## config.mk

```make
export PLATFORM = sky130hd
export DESIGN_NAME = pipelined_adder
export DESIGN_NICKNAME = d
export VERILOG_FILES = /design/src/rtl/pipelined_adder.sv
export SDC_FILE = /design/constraint.sdc
export NUM_CORES = 1
export LEC_CHECK = 0
export ABC_AREA = 1
export BUFFER_PORTS_ARGS = -buffer_cell sky130_fd_sc_hd__buf_2
export CORE_ASPECT_RATIO = 0.6
export CORE_MARGIN = 2
export CORE_UTILIZATION = 30
export CTS_CLUSTER_SIZE = 25
export DETAILED_ROUTE_END_ITERATION = 6
export PLACE_DENSITY = 0.49
export SLEW_MARGIN = 10
export SYNTH_ARGS = -nofsm -noshare
export SYNTH_HDL_FRONTEND = slang
export SYNTH_SLANG_ARGS = --single-unit
```

## constraint.sdc

```tcl
create_clock -name clk -period 2.2 [get_ports clk]
set_clock_uncertainty 0.15 [all_clocks]
set_input_delay 0.33 -clock clk [delete_from_list [all_inputs] [get_ports clk]]
set_output_delay 0.33 -clock clk [all_outputs]
set_load 0.005 [all_outputs]
```

## src/rtl/pipelined_adder.sv

```systemverilog
// ---------------------------------------------------------------------------
// pipelined_adder
//   Carry-segmented add/subtract pipeline. The WIDTH-bit operation is split
//   into STAGES segments of SEG = WIDTH/STAGES bits. Stage k adds segment k
//   of A and B_eff with the registered carry from stage k-1. The untouched
//   upper operand bits and the finished lower partial sums travel alongside,
//   so each stage works on a single transaction. A single global advance
//   signal moves the whole pipeline, which stalls when the output is held.
//
// Parameters
//   WIDTH   operand / sum width in bits
//   STAGES  number of pipeline segments (WIDTH must be a multiple of STAGES)
//
// Ports
//   clk        rising-edge clock
//   rst_n      asynchronous active-low reset
//   in_valid   operand set on a/b/cin/sub is valid
//   in_ready   operand set is accepted this cycle (equals global advance)
//   a, b       operands
//   cin        carry-in (add) / borrow-in (subtract)
//   sub        0 = add, 1 = subtract
//   out_valid  sum/cout/overflow hold a valid result
//   out_ready  downstream takes the result this cycle
//   sum        result
//   cout       carry-out of bit WIDTH-1 (inverted borrow for subtract)
//   overflow   two's-complement signed overflow
// ---------------------------------------------------------------------------
module pipelined_adder #(
    parameter int unsigned WIDTH  = 16,
    parameter int unsigned STAGES = 4
) (
    input  logic             clk,
    input  logic             rst_n,
    input  logic             in_valid,
    output logic             in_ready,
    input  logic [WIDTH-1:0] a,
    input  logic [WIDTH-1:0] b,
    input  logic             cin,
    input  logic             sub,
    output logic             out_valid,
    input  logic             out_ready,
    output logic [WIDTH-1:0] sum,
    output logic             cout,
    output logic             overflow
);

    localparam int unsigned SEG  = WIDTH / STAGES;
    localparam int unsigned LAST = STAGES - 1;

    // Per-stage registered state
    logic [STAGES-1:0] vld_q, vld_d;
    logic [STAGES-1:0] cry_q, cry_d;
    logic [WIDTH-1:0]  opa_q  [STAGES];
    logic [WIDTH-1:0]  opa_d  [STAGES];
    logic [WIDTH-1:0]  opb_q  [STAGES];
    logic [WIDTH-1:0]  opb_d  [STAGES];
    logic [WIDTH-1:0]  psum_q [STAGES];
    logic [WIDTH-1:0]  psum_d [STAGES];
    logic              ovf_q, ovf_d;

    // Inputs seen by each stage: stage 0 takes the prepared operands,
    // stage k>0 takes the registers of stage k-1.
    logic [STAGES-1:0] in_v;
    logic [STAGES-1:0] in_c;
    logic [WIDTH-1:0]  in_a [STAGES];
    logic [WIDTH-1:0]  in_b [STAGES];
    logic [WIDTH-1:0]  in_s [STAGES];

    logic              adv;
    logic [SEG:0]      seg_sum;

    always_comb begin
        adv = ~vld_q[LAST] | out_ready;

        in_v    = '0;
        in_c    = '0;
        in_a    = opa_q;
        in_b    = opb_q;
        in_s    = psum_q;
        vld_d   = vld_q;
        cry_d   = cry_q;
        opa_d   = opa_q;
        opb_d   = opb_q;
        psum_d  = psum_q;
        ovf_d   = ovf_q;
        seg_sum = '0;

        in_v[0] = in_valid;
        in_a[0] = a;
        in_b[0] = sub ? ~b : b;
        in_c[0] = cin ^ sub;
        in_s[0] = '0;
        for (int unsigned k = 1; k < STAGES; k++) begin
            in_v[k] = vld_q[k-1];
            in_a[k] = opa_q[k-1];
            in_b[k] = opb_q[k-1];
            in_c[k] = cry_q[k-1];
            in_s[k] = psum_q[k-1];
        end

        for (int unsigned k = 0; k < STAGES; k++) begin
            seg_sum = {1'b0, in_a[k][k*SEG +: SEG]}
                    + {1'b0, in_b[k][k*SEG +: SEG]}
                    + {{SEG{1'b0}}, in_c[k]};
            vld_d[k]  = in_v[k];
            opa_d[k]  = in_a[k];
            opb_d[k]  = in_b[k];
            psum_d[k] = in_s[k];
            psum_d[k][k*SEG +: SEG] = seg_sum[SEG-1:0];
            cry_d[k]  = seg_sum[SEG];
            // Carry into the MSB is recovered from the MSB sum bit and its operands.
            if (k == LAST) begin
                ovf_d = in_a[k][WIDTH-1] ^ in_b[k][WIDTH-1]
                      ^ seg_sum[SEG-1] ^ seg_sum[SEG];
            end
        end
    end

    always_ff @(posedge clk or negedge rst_n) begin
        if (!rst_n) begin
            vld_q <= '0;
            cry_q <= '0;
            ovf_q <= 1'b0;
            for (int unsigned k = 0; k < STAGES; k++) begin
                opa_q[k]  <= '0;
                opb_q[k]  <= '0;
                psum_q[k] <= '0;
            end
        end else if (adv) begin
            vld_q <= vld_d;
            cry_q <= cry_d;
            ovf_q <= ovf_d;
            for (int unsigned k = 0; k < STAGES; k++) begin
                opa_q[k]  <= opa_d[k];
                opb_q[k]  <= opb_d[k];
                psum_q[k] <= psum_d[k];
            end
        end
    end

    assign in_ready  = adv;
    assign out_valid = vld_q[LAST];
    assign sum       = psum_q[LAST];
    assign cout      = cry_q[LAST];
    assign overflow  = ovf_q;

endmodule
```

# Yosys cells after proc, flatten, opt, wreduce, memory -nomap -nowiden

Cells that the tools add are included.

Register bits: 145
Input port bits: 38
Output and inout port bits: 20
Logic and storage cells: 29

Add/subtract/negate cells: 8
Muxes and demuxes: 1
Bitwise logic cells: 7

Operator list:

| operator                               | count |
|---|---|
| 4-bit by 4-bit adder with 5-bit output | 4 |
| 5-bit by 1-bit adder with 5-bit output | 4 |
| 16-bit 2-to-1 mux                      | 1 |
| 16-bit NOT                             | 1 |
| 1-bit XOR                              | 4 |
| 1-bit NOT                              | 1 |
| 1-bit bitwise OR                       | 1 |

# Depth between registers and ports, before layout

Depth in word-level cells: 4
Depth in mapped cells: 9
Gate-level depth less buffers: 8

# Least setup slack after synthesis

No wires, ideal clock.

Path kind: input port to flip-flop
From: in sub
To: reg cry_q[0]
Library setup time: 0.126 ns
Arrival: 1.850 ns
Data required time: 1.924 ns
Slack: 0.074 ns
Stages: 9
Buffers on the path: 2
Cells stage by stage: buf_6 > buf_6 > xor2_1 > fa_1 > fa_1 > nand2_1 > inv_1 > o21ai_0 > a21oi_1

Cells in the longest elaborated chain, start to end: 3
Elaborated cells on any way between the ends: 4
Classes of those cells: add/sub: 2; mux: 1; bitwise: 1

RTL lines:

| what                                       | RTL line | text |
|---|---|---|
| start, declared                            | 39       | `input logic sub,` |
| 16-bit 2-to-1 mux                          | 90       | `in_b[0] = sub ? ~b : b;` |
| 4-bit by 4-bit adder with 5-bit output     | 103      | `+ {1'b0, in_b[k][k*SEG +: SEG]}` |
| 5-bit by 1-bit adder with 5-bit output (*) | 104      | `+ {{SEG{1'b0}}, in_c[k]};` |
| end signal, assigned                       | 131      | `cry_q <= cry_d;` |
| end, declared                              | 52       | `logic [STAGES-1:0] cry_q, cry_d;` |

Mark *: on every way between the ends. The rest lies on a longest branch, timed or not.
A chain may end at the register's enable or synchronous reset.

# Final worst setup path

From: reg cry_q[2]
To: reg ovf_q (netlist: overflow)

Cells in the longest elaborated chain, start to end: 3

RTL lines:

| what                                       | RTL line | text |
|---|---|---|
| 5-bit by 1-bit adder with 5-bit output (*) | 104      |  |
| 1-bit XOR                                  | 114      | `^ seg_sum[SEG-1] ^ seg_sum[SEG];` |
| 1-bit XOR (*)                              | 114      |  |
| end signal, assigned                       | 132      | `ovf_q <= ovf_d;` |
| end, declared                              | 59       | `logic ovf_q, ovf_d;` |

Marks and branches as above.

==> reports/metrics.yaml <==
worst_setup_path:
  endpoint_kind: "flip-flop"
  worstSetupStartpoint: "cry_q[2]"
  rrSetupSlack_ns: 0.22
  crit_family: "adder cells"
  r2r-start: "cry_q[2]"
  crit_path_max_fanout: 3
  crit_chain: "fa_1, fa_1, nand2_1, nand2_1, nand2_1, nand2_1, nand3_1, nand2_1"
  worstSetupPathType: "reg2reg"
  crit_arrival_ns: 2.05
  endpoint: "overflow"
  path_buf_inv: 0
  crit_top_cell: "nand2_1"
  crit_slowest_cell: "fa_1"
  cp.required_ns: 2.28
  cp-start-kind: "flip-flop"
  rr_worst_depth: 8
  cp.depth: 8
  worst_r2r_endpoint: "overflow"
  slowest_delay_ns: 0.49
outcome:
  status: "finished clean"
logic_synthesis:
  synth.largest_area_cell: "dfrtp_1"
  synthAdderAreaFrac: 0.07176
  avgSynthCellArea_um2: 9.200
  syn_nets: 528
  synth_top_area_frac: 0.5613
  ys_types: 21
  synth_top_family_by_area: "simple AND/OR/NAND/NOR gates"
  synthMuxAreaShare: 0
  synth-compound-area-share: 0.07292
  yosys-top-cells-area: "dfrtp_1 56%, nand2_1 17%, o21ai_0 5.7%"
  ys_warn_count: 0
  syn-instance-count: 470
  synthXorXnorAreaFrac: 0.03443
  synth-main-ff-cell: "dfrtp_1"
  synth-seq-cells: 97
  seq_area_frac_synth: 0.5613
  synth_area_um2: 4324
  async_flop_share: 1.000
  yosys.area_share.simple: 0.2008
  synth_commonest_cells: "191 x nand2_1, 97 x dfrtp_1, 49 x o21ai_0, 29 x inv_1, 15 x nand3_1"
  post-synth-top-count-cell: "nand2_1"
  synth-edff-count: 0
route:
  via_count: 3077
  avgRoutedWirePerCell_um: 12.75
  drc_errors: 0
  detail-route-antenna-nets: 0
  wl_mm: 9.203
  drt_iter0_markers: 203
  dr.pass1.iters: 4
  viasPerCell: 4.262
clocking:
  cts_sinks: 97
  ctsResizeCount: 0
  clk_root_buffer_cell: "clkbuf_16"
  path_clk_slew_ns: 0.07
  cts_made_buffers: 9
  insertion_delay_ns: 0.33
  cts_tree: "done"
  cts.htree.levels: 3
  cts_buffer_depth: 2
floorplan:
  die_x_um: 159.0
  dieHeight_um: 97.00
  io_pins: 58
  rows: 33
  dieArea_um2: 15420
  core_um2: 13870
  start_util: 0.3117
power:
  p_sw_mw: 2.490
  comb_power_share: 0.336
  seq_power_share: 0.429
  switching_share: 0.3548
  p_per_area_nw_per_um2: 1369
  internal_power_mw: 4.528
  max-vdd-ir-drop_mv: 0.6909
  p_leak_nw: 2.600
  p_total_mw: 7.018
  power_frac_clock: 0.235
finish:
  finish.net_count: 582
  final_util: 0.3694
  syn_to_final_growth_pct: 18.52
  drive_above_1_share: 0.1569
placement:
  hpwlAfterDp_mm: 6.236
  gp_congestion: 0.7696
  place.port_buffers: 57
global_route:
  grt_max_degree: 113
  grt_overflow: 0
  grt_pass1_wl_mm: 15.66
  grt_antenna_before_repair: 1
  track_usage: 0.1272
  grt_pass1_vias: 2995
timing:
  slew_violations: 0
  worst_slew_pin_slew_ns: 0.4602
  min_period_over_period: 0.8980
  min_period_ns: 1.976
  hold_viol_final: 0
  max_freq_ghz: 0.5062
  rsz0062_at_grt: "no"
  setup_viol: 0
  maxSlewHeadroom: 0.6932
  setup_tns_ns: 0
job:
  maxCapViolCount: 0
hold_path:
  hold_class: "in2reg"
layout make-up:
| class | count | area, um2 |
|---|---|---|
| sequential | 97 | 2427 |
| fill | 1451 | 8748 |
| inverter | 30 | 112.6 |
| tap | 192 | 240.2 |
| timing repair buffer | 65 | 387.9 |
| clock inverter | 6 | 82.58 |
| clock buffer | 10 | 229.0 |
| antenna | 1 | 2.502 |
| multi-input combinational | 321 | 1643 |
power groups by stage:
stage / logic (mW) / registers (mW) / clock network [mW]
after floorplan: 1.72 / 2.95 / 0
after global placement: 2.36 / 3.02 / 0
after detailed placement: 2.40 / 3.05 / 0
after CTS: 2.42 / 3.02 / 1.71
after global routing: 2.78 / 3.12 / 1.79
final: 2.36 / 3.01 / 1.65
layer usage:
| layer | track usage | vias to the layer above | share of wire |
|---|---|---|---|
| met3 | 0.03945 | 7 | 0.067 |
| met5 | 0 | - | 0 |
| met4 | 0.02378 | 0 | 0.0053 |
| li1 | - | 1579 | - |
| met1 | 0.2040 | 1423 | 0.56 |
| met2 | 0.1646 | 68 | 0.37 |
flip-flops by register name, indices dropped and copies added (netlist names):
| signal | flops |
|---|---|
| overflow | 1 |
| in_s | 24 |
| cry_q | 4 |
| sum | 16 |
| in_a | 24 |
| in_b | 24 |
| vld_q | 4 |
logic make-up after synthesis:
group                      after synthesis
and+or+nand+nor                        222
AOI/OAI and AO/OA                       62
buffers and inverters                   52
adders and majority gates               20
DFF                                     97
xor gates and xnor gates                17
tightest hold or removal path, stage by stage:
cell	delay [ns]
buf_2	0.08
nand2_1	0.04
nand2_1	0.05
per-stage QoR:
stage                     instances  hold WS, ns  instance area, um2  setup slack [ns]
after floorplan                 470      -0.1156                4324           0.07434
after global placement          704       0.1009                4801            0.1275
after detailed placement        704       0.1050                4801           0.07943
after CTS                       721      0.03161                5122            0.2080
after global routing            721      0.05001                5122           0.07813
final                           722      0.04683                5125            0.2245
placed cells by master, fill, tap and decap left out, types with 2 or more instances in the layout:
| master | netlist | final |
|---|---|---|
| xor2_1 | 5 | 5 |
| xnor2_1 | 12 | 12 |
| ha_1 | 12 | 12 |
| clkbuf_16 | 0 | 9 |
| buf_4 | 8 | 5 |
| clkinv_2 | 0 | 3 |
| inv_1 | 29 | 29 |
| dfrtp_1 | 97 | 97 |
| a21oi_1 | 7 | 7 |
| o31ai_1 | 2 | 2 |
| o21ai_0 | 49 | 49 |
| buf_2 | 11 | 56 |
| o21ai_1 | 4 | 4 |
| bufinv_16 | 0 | 2 |
| fa_1 | 8 | 8 |
| nand3_1 | 15 | 15 |
| nor2_1 | 12 | 12 |
| nand2_1 | 191 | 191 |
| or2_2 | 2 | 2 |
| buf_12 | 0 | 3 |
worst min-delay path by stage:
stage	from	to	slack (ns)	cells past startpoint
finish	a[15]	in_a[47]	0.05	3
CTS	a[15]	in_a[47]	0.03	3
global placement	rst_n	sum[4]	0.10	1
global route	a[8]	in_a[40]	0.05	3
floorplan	rst_n	cry_q[0]	-0.12	0
detailed placement	rst_n	vld_q[0]	0.10	1
timing repair:
item	CTS	global route
endpoints found under the hold margin	21	0
setup buffers	0	0
hold buffers	1	0
Note: power is estimated with default switching activity, not from simulation.
